`src/rtl/alu_pipe_if.sv`:
```
// Handshake and data bundle between decoder, ALU and writeback for alu_pipe.
// The master side is the environment (decoder plus downstream); the slave side is the ALU.
interface alu_pipe_if #(
  parameter int WIDTH = 32,
  parameter int OP_W  = 4
);
  logic             in_valid;
  logic             in_ready;
  logic [OP_W-1:0]  operation;
  logic [WIDTH-1:0] decoder_operand0;
  logic [WIDTH-1:0] decoder_operand1;
  logic [WIDTH-1:0] mem_wr_data;
  logic [1:0]       sel;
  logic             update_flags;
  logic             NOP;
  logic             clr_q;
  logic             out_valid;
  logic             out_ready;
  logic [WIDTH-1:0] alu_op;
  logic [3:0]       flags;
  logic             q_flag;

  modport master (
    output in_valid, operation, decoder_operand0, decoder_operand1, mem_wr_data,
           sel, update_flags, NOP, clr_q, out_ready,
    input  in_ready, out_valid, alu_op, flags, q_flag
  );

  modport slave (
    input  in_valid, operation, decoder_operand0, decoder_operand1, mem_wr_data,
           sel, update_flags, NOP, clr_q, out_ready,
    output in_ready, out_valid, alu_op, flags, q_flag
  );
endinterface

```
`src/rtl/alu_pipe.sv`:
```
// Registered-output ALU with valid/ready on both sides, NZCV flags, sticky Q,
// saturating add/sub, carry-in ops and last-result forwarding on operand B.
module alu_pipe #(
  parameter int WIDTH = 32,
  parameter int OP_W  = 4
) (
  input  logic         clk,
  input  logic         rst_n,
  alu_pipe_if.slave    bus
);

  typedef enum logic [3:0] {
    OP_AND  = 4'h0,
    OP_EOR  = 4'h1,
    OP_SUB  = 4'h2,
    OP_RSB  = 4'h3,
    OP_ADD  = 4'h4,
    OP_ADC  = 4'h5,
    OP_SBC  = 4'h6,
    OP_QADD = 4'h7,
    OP_QSUB = 4'h8,
    OP_ORR  = 4'h9,
    OP_MOV  = 4'hA,
    OP_BIC  = 4'hB,
    OP_CMP  = 4'hC,
    OP_CMN  = 4'hD,
    OP_RSV0 = 4'hE,
    OP_RSV1 = 4'hF
  } op_e;

  localparam logic [WIDTH-1:0] SAT_MAX = {1'b0, {(WIDTH-1){1'b1}}};
  localparam logic [WIDTH-1:0] SAT_MIN = {1'b1, {(WIDTH-1){1'b0}}};

  logic             out_valid_q, out_valid_d;
  logic [WIDTH-1:0] alu_op_q, alu_op_d;
  logic [3:0]       flags_q, flags_d;
  logic             q_flag_q, q_flag_d;

  op_e              op;
  logic             accept;
  logic [WIDTH-1:0] opa, opb;
  logic [WIDTH-1:0] add_x, add_y;
  logic             add_cin;
  logic [WIDTH:0]   sum;
  logic             sum_c, sum_v;
  logic [WIDTH-1:0] res;
  logic             is_arith, is_sat, is_cmp, produces;
  logic             write_flags, sat_hit;

  assign op          = op_e'(bus.operation[3:0]);
  assign bus.in_ready = !out_valid_q || bus.out_ready;
  assign accept      = bus.in_valid && bus.in_ready;
  assign opa         = bus.decoder_operand0;

  // alu_op_q only loads on produced results and resets to 0, so it doubles as
  // the forwarding register and keeps its value after the result drains.
  always_comb begin
    unique case (bus.sel)
      2'b01:   opb = alu_op_q;
      2'b10:   opb = bus.mem_wr_data;
      default: opb = bus.decoder_operand1;
    endcase
  end

  always_comb begin
    add_x    = opa;
    add_y    = opb;
    add_cin  = 1'b0;
    is_arith = 1'b0;
    is_sat   = 1'b0;
    is_cmp   = 1'b0;
    produces = 1'b1;
    res      = '0;

    unique case (op)
      OP_ADD, OP_CMN, OP_QADD: is_arith = 1'b1;
      OP_ADC: begin
        is_arith = 1'b1;
        add_cin  = flags_q[1];
      end
      OP_SUB, OP_CMP, OP_QSUB: begin
        is_arith = 1'b1;
        add_y    = ~opb;
        add_cin  = 1'b1;
      end
      OP_SBC: begin
        is_arith = 1'b1;
        add_y    = ~opb;
        add_cin  = flags_q[1];
      end
      OP_RSB: begin
        is_arith = 1'b1;
        add_x    = opb;
        add_y    = ~opa;
        add_cin  = 1'b1;
      end
      default: ;
    endcase

    // One shared adder; subtract is x + ~y + 1 so carry-out means no borrow.
    sum   = {1'b0, add_x} + {1'b0, add_y} + {{WIDTH{1'b0}}, add_cin};
    sum_c = sum[WIDTH];
    sum_v = (add_x[WIDTH-1] == add_y[WIDTH-1]) && (sum[WIDTH-1] != add_x[WIDTH-1]);

    unique case (op)
      OP_AND:  res = opa & opb;
      OP_EOR:  res = opa ^ opb;
      OP_ORR:  res = opa | opb;
      OP_MOV:  res = opb;
      OP_BIC:  res = opa & ~opb;
      OP_QADD, OP_QSUB: begin
        is_sat = 1'b1;
        res    = sum_v ? (add_x[WIDTH-1] ? SAT_MIN : SAT_MAX) : sum[WIDTH-1:0];
      end
      OP_CMP, OP_CMN: begin
        is_cmp   = 1'b1;
        produces = 1'b0;
        res      = sum[WIDTH-1:0];
      end
      OP_RSV0, OP_RSV1: produces = 1'b0;
      default: res = sum[WIDTH-1:0];
    endcase

    if (bus.NOP) begin
      produces = 1'b0;
      is_cmp   = 1'b0;
      is_sat   = 1'b0;
    end
  end

  assign write_flags = accept && ((produces && bus.update_flags) || is_cmp);
  assign sat_hit     = accept && produces && is_sat && sum_v;

  always_comb begin
    out_valid_d = out_valid_q;
    alu_op_d    = alu_op_q;
    flags_d     = flags_q;
    q_flag_d    = q_flag_q;

    if (bus.in_ready) begin
      out_valid_d = accept && produces;
    end
    if (accept && produces) begin
      alu_op_d = res;
    end
    if (write_flags) begin
      flags_d[3] = res[WIDTH-1];
      flags_d[2] = (res == '0);
      if (is_arith) begin
        flags_d[1] = sum_c;
        flags_d[0] = sum_v;
      end
    end
    // Saturation beats a simultaneous clear.
    if (sat_hit) begin
      q_flag_d = 1'b1;
    end else if (bus.clr_q) begin
      q_flag_d = 1'b0;
    end
  end

  always_ff @(posedge clk or negedge rst_n) begin
    if (!rst_n) begin
      out_valid_q <= 1'b0;
      alu_op_q    <= '0;
      flags_q     <= '0;
      q_flag_q    <= 1'b0;
    end else begin
      out_valid_q <= out_valid_d;
      alu_op_q    <= alu_op_d;
      flags_q     <= flags_d;
      q_flag_q    <= q_flag_d;
    end
  end

  assign bus.out_valid = out_valid_q;
  assign bus.alu_op    = alu_op_q;
  assign bus.flags     = flags_q;
  assign bus.q_flag    = q_flag_q;

endmodule

```
`src/flat_wrapper.sv`:
```
// flat-port wrapper written by rule: the top's interface ports become plain ports
module alu_pipe_flat 
#(
  parameter int WIDTH = 32,
  parameter int OP_W  = 4
)
  (clk, rst_n, bus_in_valid, bus_operation, bus_decoder_operand0, bus_decoder_operand1, bus_mem_wr_data, bus_sel, bus_update_flags, bus_NOP, bus_clr_q, bus_out_ready, bus_in_ready, bus_out_valid, bus_alu_op, bus_flags, bus_q_flag);
  alu_pipe_if #(.WIDTH(WIDTH), .OP_W(OP_W)) bus_i ();
  input  logic clk;
  input  logic rst_n;
  input wire logic [$bits(bus_i.in_valid)-1:0] bus_in_valid;
  input wire logic [$bits(bus_i.operation)-1:0] bus_operation;
  input wire logic [$bits(bus_i.decoder_operand0)-1:0] bus_decoder_operand0;
  input wire logic [$bits(bus_i.decoder_operand1)-1:0] bus_decoder_operand1;
  input wire logic [$bits(bus_i.mem_wr_data)-1:0] bus_mem_wr_data;
  input wire logic [$bits(bus_i.sel)-1:0] bus_sel;
  input wire logic [$bits(bus_i.update_flags)-1:0] bus_update_flags;
  input wire logic [$bits(bus_i.NOP)-1:0] bus_NOP;
  input wire logic [$bits(bus_i.clr_q)-1:0] bus_clr_q;
  input wire logic [$bits(bus_i.out_ready)-1:0] bus_out_ready;
  output wire logic [$bits(bus_i.in_ready)-1:0] bus_in_ready;
  output wire logic [$bits(bus_i.out_valid)-1:0] bus_out_valid;
  output wire logic [$bits(bus_i.alu_op)-1:0] bus_alu_op;
  output wire logic [$bits(bus_i.flags)-1:0] bus_flags;
  output wire logic [$bits(bus_i.q_flag)-1:0] bus_q_flag;
  assign bus_i.in_valid = bus_in_valid;
  assign bus_i.operation = bus_operation;
  assign bus_i.decoder_operand0 = bus_decoder_operand0;
  assign bus_i.decoder_operand1 = bus_decoder_operand1;
  assign bus_i.mem_wr_data = bus_mem_wr_data;
  assign bus_i.sel = bus_sel;
  assign bus_i.update_flags = bus_update_flags;
  assign bus_i.NOP = bus_NOP;
  assign bus_i.clr_q = bus_clr_q;
  assign bus_i.out_ready = bus_out_ready;
  assign bus_in_ready = bus_i.in_ready;
  assign bus_out_valid = bus_i.out_valid;
  assign bus_alu_op = bus_i.alu_op;
  assign bus_flags = bus_i.flags;
  assign bus_q_flag = bus_i.q_flag;
  alu_pipe #(.WIDTH(WIDTH), .OP_W(OP_W)) u_core (.clk(clk), .rst_n(rst_n), .bus(bus_i));
endmodule
```
`config.mk`:
```
export PLATFORM = sky130hd
export DESIGN_NAME = alu_pipe_flat
export DESIGN_NICKNAME = d
export VERILOG_FILES = /design/src/rtl/alu_pipe_if.sv /design/src/rtl/alu_pipe.sv /design/src/flat_wrapper.sv
export SDC_FILE = /design/constraint.sdc
export NUM_CORES = 1
export LEC_CHECK = 0
export ABC_AREA = 0
export CAP_MARGIN = 20
export CORE_MARGIN = 2
export CORE_UTILIZATION = 57
export CTS_CLUSTER_DIAMETER = 40
export DETAILED_ROUTE_END_ITERATION = 6
export GPL_TIMING_DRIVEN = 0
export PLACE_DENSITY = 0.95
export SLEW_MARGIN = 30
export SYNTH_ARGS = -nofsm -noshare
export SYNTH_HDL_FRONTEND = slang
export SYNTH_SLANG_ARGS = --single-unit
```
`constraint.sdc`:
```
create_clock -name clk -period 6.6 [get_ports clk]
set_input_delay 1.32 -clock clk [delete_from_list [all_inputs] [get_ports clk]]
set_output_delay 1.32 -clock clk [all_outputs]
set_load 0.01 [all_outputs]
```
==> summary.md, run 1 <==
| Metric | Value |
|---|---|
| Status | finished with violations |
| Failing checks | DRC |
| RSZ-0062 raised after global routing | yes |
| Crit end category | flop |
| Max FO, Critical Path | 10 |
| GRT Overall Usage | 45.2% |
| FMAX | 0.153 GHz |
| Layout Skew | 5.71 ps |
| Cells after synthesis | 941 |
| Synth cell count leaders | 128 x nand2_1, 70 x nor2_1, 65 x ha_1, 62 x a21oi_1, 60 x o21ai_0 |
| Placement row count | 40 |
| Worst Hold Launch | u_core.bus.flags[0]$_DFFE_PN0P_ |
| Layout cells sized above 1 | 5.58% |
| Slew margin rel. | 39.4% |
| Worst-Skew Late Latency | 290 ps |
| Maximum vdd ir drop | 0.115 mV |
| Total internal power | 1020 uW |
| Yosys Warn Count | 0 |
| Worst Path Required | 6770 ps |
| Number of fill cells | 957 |
| Port Buffers | 147 |
| Leak Pwr | 0.00374 uW |
| Largest net degree at the start of global routing | 27 |
| Util after Layout | 73.5% |
| # nets final | 1271 |
| R2r endpoint | u_core.bus.flags[2]$_DFFE_PN0P_ |
| Hold Path End | u_core.bus.flags[0]$_DFFE_PN0P_ |
| FF+latch area | 951 sq um |
| Start of the worst register-to-register path | u_core.bus.alu_op[0]$_DFFE_PN0P_ |
| Max incr delay on CP | 540 ps |
| Ranking of synthesized cells by area | dfrtp_1 14%, ha_1 12%, nand2_1 7.0%, o221ai_1 6.4%, a221o_1 4.6% |
| Final Hold Fails | 0 |
| RD Place Congestion | 1.07 |
| Setup-failing EPs final | 0 |
| P&R area growth vs syn | 27.1% |
| WL final | 29.9 mm |
| Max Buffers Root-to-Sink | 2 |
| Wire per inst | 24.1 um |
| Reg power frac | 18.9% |
| WL met1 | 10.7 mm |
| Worst reg-to-reg path cell count | 16 |
| Die W | 114 um |
| Synth top area share | 13.8% |
| Congestion Overflow GR | 0 |
| Via Count | 8996 |
| Root Buffer | clkbuf_16 |
| TritonCTS clock tree | yes |
| Critical Path Source | bus_sel[0] |
| #FFs+latches synth | 38 |
| Synth unique cells | 75 |
| Initial Util | 57.8% |
| Hold/Removal Path Class | flop to flop |
| Sw Ratio | 48.2% |
| Clock group share of total power | 13.0% |
| Slowest-stage cell, CP | o41ai_4 |
| CP Cell Sequence | clkdlybuf4s50_1 > inv_1 > ha_1 > buf_2 > clkbuf_1 > a221o_1 > o21ai_1 > o221ai_1 > ha_1 > a21o_1 > a31o_1 > a211oi_2 > o41ai_4 > o41ai_4 > and2_1 > buf_2 > nor2_1 > o32a_1 |
| MaxCap Viol Count | 0 |
| Antenna-violating nets left | 0 |
| Core Area | 0.0119 sq mm |
| Post-DR vias/cell | 7.25 |
| Power per standard cell area | 226 mW/mm^2 |
| Hold path depth | 2 |
| Main synth FF type | dfrtp_1 |
| Clock Sinks | 38 |
| Initial DRC count | 1244 |
| First-pass GRT wire length | 45.6 mm |
| CP Launch Type | input pin |
| # hold bufs at CTS | 0 |
| Hpwl dp | 23.0 mm |
| Die Area | 0.0130 sq mm |
| Most common cell in the synthesized netlist | nand2_1 |
| Final period util | 98.8% |
| Met2 WL | 12.8 mm |
| Drt pass-1 iters | 7 |
| Initial antenna violation count | 0 |
| Clock period minus final worst setup slack | 6520 ps |
| Syn nets | 1117 |
| Die height | 114 um |
| DR top layer | met4 |
| Vias in the first global route | 8450 |
| Combinational cell fraction of total power | 68.1% |
| Final Max Slew Viols | 0 |
| DRC | 13 |
| Sequential area share after synthesis | 13.8% |
| Crit Path Category | input pin to flop |
| IO Count | 148 |
| Clock slew at reported path FFs | 60 ps |
| Actual slew at the worst max-slew pin | 910 ps |
| Metal3 WL | 4.50 mm |
| Total CTS buffers | 5 |
| WHS | 513 ps |
| Async S/R FF share, synth | 100% |
| ANT cells | 0 |
| Post-synth EDFFs | 0 |
| H-Tree Depth | 2 |
| CP arrival | 6690 ps |
| Mean post-synth cell area | 7.32 sq um |
| Switching pwr | 952 uW |
| FF-to-FF setup slack | 2060 ps |
| Multi-input combinational cell area | 0.00551 sq mm |
| Leading area contributor after synthesis | dfrtp_1 |
| Syn Std Cell Area | 0.00689 sq mm |
-- critical path, delay by kind of cell --
| family | cells | cell delay (ps) |
|---|---|---|
| compound gates | 9 | 2960 |
| buf+inv | 5 | 1340 |
| fa+ha+maj | 2 | 720 |
| simple gates | 2 | 340 |
-- how the worst max path moves through the flow --
| stage | to | slack [ps] |
|---|---|---|
| 4_1_cts | u_core.bus.flags[2]$_DFFE_PN0P_ | 40 |
| 6_report | u_core.bus.alu_op[1]$_DFFE_PN0P_ | 80 |
| 3_5_place_dp | u_core.bus.alu_op[22]$_DFFE_PN0P_ | -480 |
| 3_3_place_gp | u_core.bus.alu_op[23]$_DFFE_PN0P_ | -430 |
| 2_1_floorplan | u_core.bus.flags[2]$_DFFE_PN0P_ | 1320 |
| 5_1_grt | u_core.bus.flags[2]$_DFFE_PN0P_ | -20 |
-- registers in the layout, indices dropped and copies added, names as in the netlist --
register	flops
u_core.bus.alu_op	32
u_core.bus.flags	4
u_core.bus.out_valid	1
u_core.bus.q_flag	1
-- final cells by class --
type | count | area share (%)
inverters | 56 | 2.40
repair buffers | 148 | 17.0
multi-input cells | 782 | 62.9
well taps | 147 | 2.10
clock buffers | 6 | 1.59
plain buffers | 64 | 3.21
flip-flops and latches | 38 | 10.9
-- metal layers --
| layer | vias up | global-route usage (%) |
|---|---|---|
| met4 | 0 | 23.8 |
| met5 | - | 0 |
| met3 | 186 | 12.6 |
| li1 | 3916 | - |
| met1 | 4125 | 57.3 |
| met2 | 769 | 69.9 |
-- cells in the final DEF, fill, tap and decap left out, drive strengths merged, types with 7 or more instances in the layout --
master and instances:
clkdlybuf4s50 146, nand2 128, o21ai 98, nor2 70
ha 65, a21oi 63, inv 56, clkbuf 54
o221ai 50, dfrtp 38, a221o 32, mux2i 27
o32a 26, a21o 24, xnor2 18, buf 18
nand2b 13, o31ai 13, nand4 11, o22ai 11
a211oi 11, nand3 10, o211ai 9, xor2 8
mux2 7, nor4 7
-- power groups by stage --
| stage | registers, uW | logic, uW | clock network, uW |
|---|---|---|---|
| 2_1_floorplan | 387 | 771 | 0 |
| 3_3_place_gp | 370 | 1240 | 0 |
| 3_5_place_dp | 374 | 1270 | 0 |
| 4_1_cts | 370 | 1280 | 247 |
| 5_1_grt | 378 | 1430 | 262 |
| 6_report | 374 | 1340 | 257 |
-- per-stage QoR --
step,setup TNS (ps),area (sq um),total power (uW),worst slack [ps],cells
CTS,0,8700,1900,36.9,1242
floorplan,0,6890,1160,1320,941
detailed placement,-10910,8560,1650,-477,1236
finish,0,8760,1980,79.0,1241
global route,-17.6,8760,2070,-17.6,1241
global placement,-9640,8540,1610,-429,1235
-- cell families after synthesis --
| logic type | after synthesis | share of synthesized area (%) |
|---|---|---|
| compound gates | 380 | 40.2 |
| simple gates | 275 | 18.2 |
| buf+inv | 121 | 7.05 |
| fa+ha+maj | 67 | 12.4 |
| flops | 38 | 13.8 |
| mux | 34 | 5.07 |
| xor+xnor | 26 | 3.31 |
-- what timing repair did --
action | CTS | global route
gates cloned | 0 | 0
buffers inserted | 0 | 0
resized for setup | 2 | 21
setup endpoints to repair | 21 | 34
Power figures use the tool's default switching activity.
==> run 2, diff against run 1 <==
--- a/config.mk
+++ b/config.mk
@@ -13,6 +13,7 @@
 export DETAILED_ROUTE_END_ITERATION = 6
 export GPL_TIMING_DRIVEN = 0
 export PLACE_DENSITY = 0.95
+export SKIP_LAST_GASP = 1
 export SLEW_MARGIN = 30
 export SYNTH_ARGS = -nofsm -noshare
 export SYNTH_HDL_FRONTEND = slang
==> run 2 against run 1 <==
Against the previous run:
- the flow now finishes without violations
- register-to-register slack better by 40 ps
- hold slack hardly changed
- power hardly changed
- sequential share of layout area hardly changed
- routed wire length is 0.61% higher
- first-iteration DRC count is 11% higher
- via count hardly changed
- count of clock-buffer cells in the layout stayed put
- die area stayed put
- core utilization hardly changed
- clock skew is 2.5 ps higher
- critical endpoint unchanged
- largest power group unchanged
==> summary.md, run 2 (same netlist as run 1, synthesis figures left out) <==
| Metric | Value |
|---|---|
| Initial DRC count | 1381 (was 1244) |
| Most frequent cells in the layout | 146 x clkdlybuf4s50_1, 128 x nand2_1, 70 x nor2_1 (unchanged) |
| Largest register FFs | 32 (unchanged) |
| Place WS | -477 ps (unchanged) |
| # nets final | 1271 (unchanged) |
| P&R area growth vs syn | 27.1% (about the same) |
| Leak Pwr | 0.00374 uW (about the same) |
| Clock Sinks | 38 (unchanged) |
| Family with the most delay on the worst path | compound AO/OA/AOI/OAI gates (unchanged) |
| H-Tree Depth | 2 (unchanged) |
| Power per standard cell area | 226 mW/mm^2 (about the same) |
| Post-DR vias/cell | 7.25 (about the same) |
| Port Buffers | 147 (unchanged) |
| Final Hold Fails | 0 (unchanged) |
| Worst Path Required | 6770 ps (about the same) |
| Status | complete, no violations (was finished with violations) |
| Total CTS buffers | 5 (unchanged) |
| Util after Layout | 73.5% (about the same) |
| Clock slew at reported path FFs | 60 ps (about the same) |
| Worst reg-to-reg path cell count | 16 (unchanged) |
| IO Count | 148 (unchanged) |
| Initial antenna violation count | 0 (unchanged) |
| Via Count | 8999 (was 8996) |
| CP arrival | 6670 ps (was 6690 ps) |
| Slowest-stage cell, CP | o41ai_4 (unchanged) |
| WP buf/inv | 5 (unchanged) |
| FF-to-FF setup slack | 2100 ps (was 2060 ps) |
| Max incr delay on CP | 550 ps (was 540 ps) |
| RSZ-0062 raised after global routing | yes (unchanged) |
| Max Buffers Root-to-Sink | 2 (unchanged) |
| Commonest non-fill, non-tap cell in the layout | clkdlybuf4s50_1 (unchanged) |
| Core Area | 0.0119 sq mm (unchanged) |
| TritonCTS clock tree | yes (unchanged) |
| Layout cells sized above 1 | 5.48% (was 5.58%) |
| RD Place Congestion | 1.07 (unchanged) |
| Layout Skew | 8.26 ps (was 5.71 ps) |
| Clock period minus final worst setup slack | 6500 ps (was 6520 ps) |
| Maximum vdd ir drop | 0.115 mV (about the same) |
| Antenna-violating nets left | 0 (unchanged) |
| Post-CTS Setup Bufs | 0 (unchanged) |
| Largest net degree at the start of global routing | 27 (unchanged) |
| DRC | 0 (was 13) |
| Initial Util | 57.8% (unchanged) |
| WL final | 30.1 mm (was 29.9 mm) |
| Final WS setup | 97.0 ps (was 79.0 ps) |
| Drt pass-1 iters | 7 (unchanged) |
| Crit Path Category | input pin to flop (unchanged) |
| Final Max Slew Viols | 0 (unchanged) |
| Final period util | 98.5% (was 98.8%) |
| CP Launch Type | input pin (unchanged) |
| Slew margin rel. | 39.0% (was 39.4%) |
| First-pass GRT wire length | 45.6 mm (unchanged) |
| Worst-Skew Late Latency | 300 ps (was 290 ps) |
| Vias in the first global route | 8450 (unchanged) |
| MaxCap Viol Count | 0 (unchanged) |
| FMAX | 0.154 GHz (was 0.153 GHz) |
| R2r endpoint | u_core.bus.flags[2]$_DFFE_PN0P_ (unchanged) |
| GRT Overall Usage | 45.2% (unchanged) |
| Hold/Removal Path Class | flop to flop (unchanged) |
| ANT cells | 0 (unchanged) |
| Hold path depth | 2 (unchanged) |
| Die W | 114 um (unchanged) |
| Actual slew at the worst max-slew pin | 914 ps (was 910 ps) |
| # hold bufs at CTS | 0 (unchanged) |
| Placement row count | 40 (unchanged) |
| Setup-failing EPs final | 0 (unchanged) |
| Root Buffer | clkbuf_16 (unchanged) |
| Die height | 114 um (unchanged) |
| Congestion Overflow GR | 0 (unchanged) |
| Hold Path End | u_core.bus.flags[0]$_DFFE_PN0P_ (unchanged) |
| Hpwl dp | 23.0 mm (unchanged) |
| Worst Hold Launch | u_core.bus.flags[0]$_DFFE_PN0P_ (unchanged) |
| Max FO, Critical Path | 10 (unchanged) |
| WHS | 513 ps (about the same) |
| CP Cell Sequence | clkdlybuf4s50_1 > inv_1 > ha_1 > buf_2 > clkbuf_1 > a221o_1 > o21ai_1 > o221ai_1 > ha_1 > a21o_1 > a31o_1 > a211oi_2 > o41ai_4 > o41ai_4 > and2_1 > buf_2 > nor2_1 > o32a_1 (unchanged) |
| Start of the worst register-to-register path | u_core.bus.alu_op[0]$_DFFE_PN0P_ (unchanged) |
| Wire per inst | 24.3 um (was 24.1 um) |
| Die Area | 0.0130 sq mm (unchanged) |
| Crit end category | flop (unchanged) |
## run 2: changes by cell type in the layout (fill, tap and decap cells not counted), sizes merged
| cell | delta |
|---|---|
| buf | +1 |
| clkbuf | -1 |
## run 2: cell type report
cell class	instances	area [sq um]
Sequential cell	38	951
Inverter	56	210
Tap cell	147	184
Fill cell	958	3160
Clock buffer	6	139
Buffer	64	280
Timing Repair Buffer	148	1490
Multi-Input combinational cell	782	5510
## run 2: worst max path at each step
stage / cells after the start / slack, ps / startpoint / end
3_3_place_gp: 16 / -430 / bus_operation[3] / u_core.bus.alu_op[23]$_DFFE_PN0P_
2_1_floorplan: 19 / 1320 / bus_sel[0] / u_core.bus.flags[2]$_DFFE_PN0P_
5_1_grt: 18 / -70 / bus_operation[3] / u_core.bus.flags[2]$_DFFE_PN0P_
6_report: 18 / 100 / bus_sel[0] / u_core.bus.alu_op[1]$_DFFE_PN0P_
4_1_cts: 18 / 40 / bus_operation[3] / u_core.bus.flags[2]$_DFFE_PN0P_
3_5_place_dp: 17 / -480 / bus_sel[0] / u_core.bus.alu_op[22]$_DFFE_PN0P_
## run 2: metrics by stage
step                      setup TNS (ps)  cell area [sq um]  std cells  power, uW
after floorplan                        0               6890        941       1160
after global placement             -9640               8540       1235       1610
after detailed placement          -10910               8560       1236       1650
after CTS                              0               8700       1242       1900
after global routing               -69.4               8760       1241       2070
final                                  0               8760       1241       1980
## run 2: worst reg2reg max path: cells and delay by family (launching register included)
family	cells	cell delay, ps
flops	1	400
simple gates	3	430
xor+xnor	1	150
fa+ha+maj	2	890
compound gates	10	2540
## run 2: metal layers
layer,global-route usage [%],wire length [um]
met4,23.8,1790
met3,12.6,4700
met5,0,0
met2,69.9,12900
met1,57.3,10700
## run 2: timing repair
action | 4_1_cts | 5_1_grt
setup endpoints to repair | 21 | 34
hold endpoints to repair | 0 | 0
resized for setup | 2 | 20
## run 2: power by group
part	internal [uW]	switching (uW)	total, uW
registers	302	73.6	376
logic	574	770	1340
clock network	147	110	257
==> run 3, diff against run 2 <==
--- a/config.mk
+++ b/config.mk
@@ -8,11 +8,12 @@
 export ABC_AREA = 0
 export CAP_MARGIN = 20
 export CORE_MARGIN = 2
-export CORE_UTILIZATION = 57
+export CORE_UTILIZATION = 53
 export CTS_CLUSTER_DIAMETER = 40
 export DETAILED_ROUTE_END_ITERATION = 6
 export GPL_TIMING_DRIVEN = 0
-export PLACE_DENSITY = 0.95
+export PLACE_DENSITY = 0.91
+export REMOVE_ABC_BUFFERS = 1
 export SKIP_LAST_GASP = 1
 export SLEW_MARGIN = 30
 export SYNTH_ARGS = -nofsm -noshare
==> constraint.sdc (replaced) <==
create_clock -name clk -period 7.4 [get_ports clk]
set_input_delay 1.48 -clock clk [delete_from_list [all_inputs] [get_ports clk]]
set_output_delay 1.48 -clock clk [all_outputs]
set_load 0.02 [all_outputs]
==> run 3 against run 2 <==
Against the previous run:
- clock power rose by 4%
- sequential cell count did not move
- non-clock buffer count fell by 58
- core utilization fell by 5.1 points
- global-route usage fell by 12 points
- setup slack improved by 600 ps
- clock skew fell by 2.3 ps
- count of clock-buffer cells in the layout fell by 1
- critical path type unchanged
- largest cell class unchanged
==> summary.md, run 3 (same netlist as run 1, synthesis figures left out) <==
| Metric | Value |
|---|---|
| IO Count | 148 (unchanged) |
| Crit Path Category | input pin to flop (unchanged) |
| CP Cell Sequence | clkdlybuf4s50_1 > inv_1 > ha_4 > inv_2 > o21ai_1 > nand2_1 > o221a_2 > fa_1 > fa_1 > nand2b_1 > a21oi_1 > o21ai_0 > xnor2_1 > nor4b_1 > o2111ai_1 > nor4_2 > o211a_1 > nand4b_1 > o41ai_2 (was clkdlybuf4s50_1 > inv_1 > ha_1 > buf_2 > clkbuf_1 > a221o_1 > o21ai_1 > o221ai_1 > ha_1 > a21o_1 > a31o_1 > a211oi_2 > o41ai_4 > o41ai_4 > and2_1 > buf_2 > nor2_1 > o32a_1) |
| Slowest-stage cell, CP | ha_4 (was o41ai_4) |
| Crit end category | flop (unchanged) |
| Final Hold Fails | 0 (unchanged) |
| ANT cells | 0 (unchanged) |
| H-Tree Depth | 2 (unchanged) |
| Dpl cells | 1202 (was 1236) |
| Die height | 118 um (was 114 um) |
| Hold/Removal Path Class | flop to flop (unchanged) |
| Power per standard cell area | 203 mW/mm^2 (was 226 mW/mm^2) |
| Final Max Slew Viols | 0 (unchanged) |
| TritonCTS clock tree | yes (unchanged) |
| Worst reg-to-reg path cell count | 16 (unchanged) |
| Max Buffers Root-to-Sink | 2 (unchanged) |
| Setup-failing EPs final | 0 (unchanged) |
| Layout Skew | 5.96 ps (was 8.26 ps) |
| Util after Layout | 68.4% (was 73.5%) |
| Die W | 118 um (was 114 um) |
| Congestion Overflow GR | 0 (unchanged) |
| Clock period minus final worst setup slack | 6700 ps |
| Worst Hold Launch | u_core.bus.q_flag$_DFFE_PN0P_ (was u_core.bus.flags[0]$_DFFE_PN0P_) |
| Final WS setup | 701 ps (was 97.0 ps) |
| Worst-Skew Late Latency | 290 ps (was 300 ps) |
| Clock slew at reported path FFs | 70 ps (was 60 ps) |
| Antenna-violating nets left | 0 (unchanged) |
| WP buf/inv | 3 (was 5) |
| Initial antenna violation count | 0 (unchanged) |
| Status | complete, no violations (unchanged) |
| Most frequent cells in the layout | 145 x clkdlybuf4s50_1, 127 x nand2_1, 69 x nor2_1 (was 146 x clkdlybuf4s50_1, 128 x nand2_1, 70 x nor2_1) |
| Via Count | 8167 (was 8999) |
| Place WS | 93.0 ps (was -477 ps) |
| Initial Util | 54.4% (was 57.8%) |
| Placement row count | 41 (was 40) |
| WL final | 24.1 mm (was 30.1 mm) |
| Final period util | 90.5% |
| Worst Path Required | 7600 ps (was 6770 ps) |
| Total power | 1760 uW (was 1980 uW) |
| DRC | 0 (unchanged) |
| Hpwl dp | 17.2 mm (was 23.0 mm) |
| Commonest non-fill, non-tap cell in the layout | clkdlybuf4s50_1 (unchanged) |
| Largest register FFs | 32 (unchanged) |
| Post-CTS Setup Bufs | 0 (unchanged) |
| Hold Path End | u_core.bus.q_flag$_DFFE_PN0P_ (was u_core.bus.flags[0]$_DFFE_PN0P_) |
| R2r endpoint | u_core.bus.flags[2]$_DFFE_PN0P_ (unchanged) |
| Actual slew at the worst max-slew pin | 1030 ps (was 914 ps) |
| P&R area growth vs syn | 25.9% (was 27.1%) |
| FMAX | 0.149 GHz |
| Family with the most delay on the worst path | compound AO/OA/AOI/OAI gates (unchanged) |
| RD Place Congestion | 0.959 (was 1.07) |
| Start of the worst register-to-register path | u_core.bus.alu_op[0]$_DFFE_PN0P_ (unchanged) |
| Drt pass-1 iters | 6 (was 7) |
| Crit path top cell by count | fa_1 |
| Vias in the first global route | 7830 (was 8450) |
| FF-to-FF setup slack | 2940 ps (was 2100 ps) |
| Wire per inst | 19.9 um (was 24.3 um) |
| Largest net degree at the start of global routing | 52 (was 27) |
| CP arrival | 6890 ps (was 6670 ps) |
| Max FO, Critical Path | 33 (was 10) |
| MaxCap Viol Count | 0 (unchanged) |
| Port Buffers | 147 (unchanged) |
| GRT Overall Usage | 33.1% (was 45.2%) |
| # nets final | 1214 (was 1271) |
| Clock Sinks | 38 (unchanged) |
| First-pass GRT wire length | 38.7 mm (was 45.6 mm) |
| Root Buffer | clkbuf_16 (unchanged) |
| CP Launch Type | input pin (unchanged) |
| Die Area | 0.0139 sq mm (was 0.0130 sq mm) |
| Non-Filler Instances | 1211 (was 1241) |
| Slew margin rel. | 31.5% (was 39.0%) |
| Max incr delay on CP | 540 ps (was 550 ps) |
| Hold path depth | 2 (unchanged) |
| Post-DR vias/cell | 6.74 (was 7.25) |
| WHS | 490 ps (was 513 ps) |
| RSZ-0062 raised after global routing | no (was yes) |
| Layout cells sized above 1 | 5.00% (was 5.48%) |
| Core Area | 0.0127 sq mm (was 0.0119 sq mm) |
| Total CTS buffers | 5 (unchanged) |
| Number of fill cells | 1030 (was 958) |
| Maximum vdd ir drop | 0.148 mV (was 0.115 mV) |
| Leak Pwr | 0.00365 uW (was 0.00374 uW) |
| Initial DRC count | 888 (was 1381) |
run 3: final cells by class:
cell class	count	area (sq um)	area share, %
clock buffer	5	125	1.44
clock inverter	3	45.0	0.519
inverter	56	210	2.42
multi-input combinational	783	5540	63.9
sequential	38	951	11.0
tap	172	215	2.48
timing repair buffer	154	1580	18.2
run 3: layer usage:
| metal | share of wire [%] | track usage (%) | vias to the layer above | routed length [um] |
|---|---|---|---|---|
| met2 | 46 | 52.8 | 460 | 11000 |
| met5 | 0 | 0 | - | 0 |
| li1 | - | - | 3802 | - |
| met1 | 42 | 44.9 | 3835 | 10100 |
| met4 | 2.6 | 12.2 | 0 | 637 |
| met3 | 9.7 | 5.38 | 70 | 2330 |
run 3: where the power goes:
part	internal, uW	total [uW]	switching, uW
Sequential	269	326	56.6
Clock	160	266	107
Combinational	505	1170	666
run 3: what timing repair did:
action / 4_1_cts / 5_1_grt
hold buffers: 0 / 0
resized for setup: 0 / 2
endpoints found under the setup margin: 0 / 28
run 3: worst reg2reg max path, stage by stage (launching register included):
cell	delay, ps
dfrtp_1	400
a221o_1	300
o21ai_1	240
nand2_1	100
o221a_2	150
fa_1	410
fa_1	500
nand2b_1	190
a21oi_1	240
o21ai_0	200
xnor2_1	230
nor4b_1	300
o2111ai_1	190
nor4_2	400
o211a_1	180
nand4b_1	130
o41ai_2	200
run 3: how the worst max path moves through the flow:
stage	from	cells past startpoint	end	slack, ps
after floorplan	bus_operation[3]	13	u_core.bus.flags[2]$_DFFE_PN0P_	-370
after global placement	bus_operation[3]	14	u_core.bus.flags[2]$_DFFE_PN0P_	-4050
after detailed placement	bus_sel[0]	15	u_core.bus.alu_op[14]$_DFFE_PN0P_	90
after CTS	bus_sel[0]	15	u_core.bus.alu_op[14]$_DFFE_PN0P_	380
after global routing	bus_sel[0]	19	u_core.bus.flags[2]$_DFFE_PN0P_	330
final	bus_sel[0]	19	u_core.bus.flags[2]$_DFFE_PN0P_	700
run 3: per-stage QoR:
step / setup TNS, ps / area (sq um)
CTS: 0 / 8640
global route: 0 / 8670
floorplan: -7980 / 6610
finish: 0 / 8670
detailed placement: 0 / 8470
global placement: -137400 / 8300
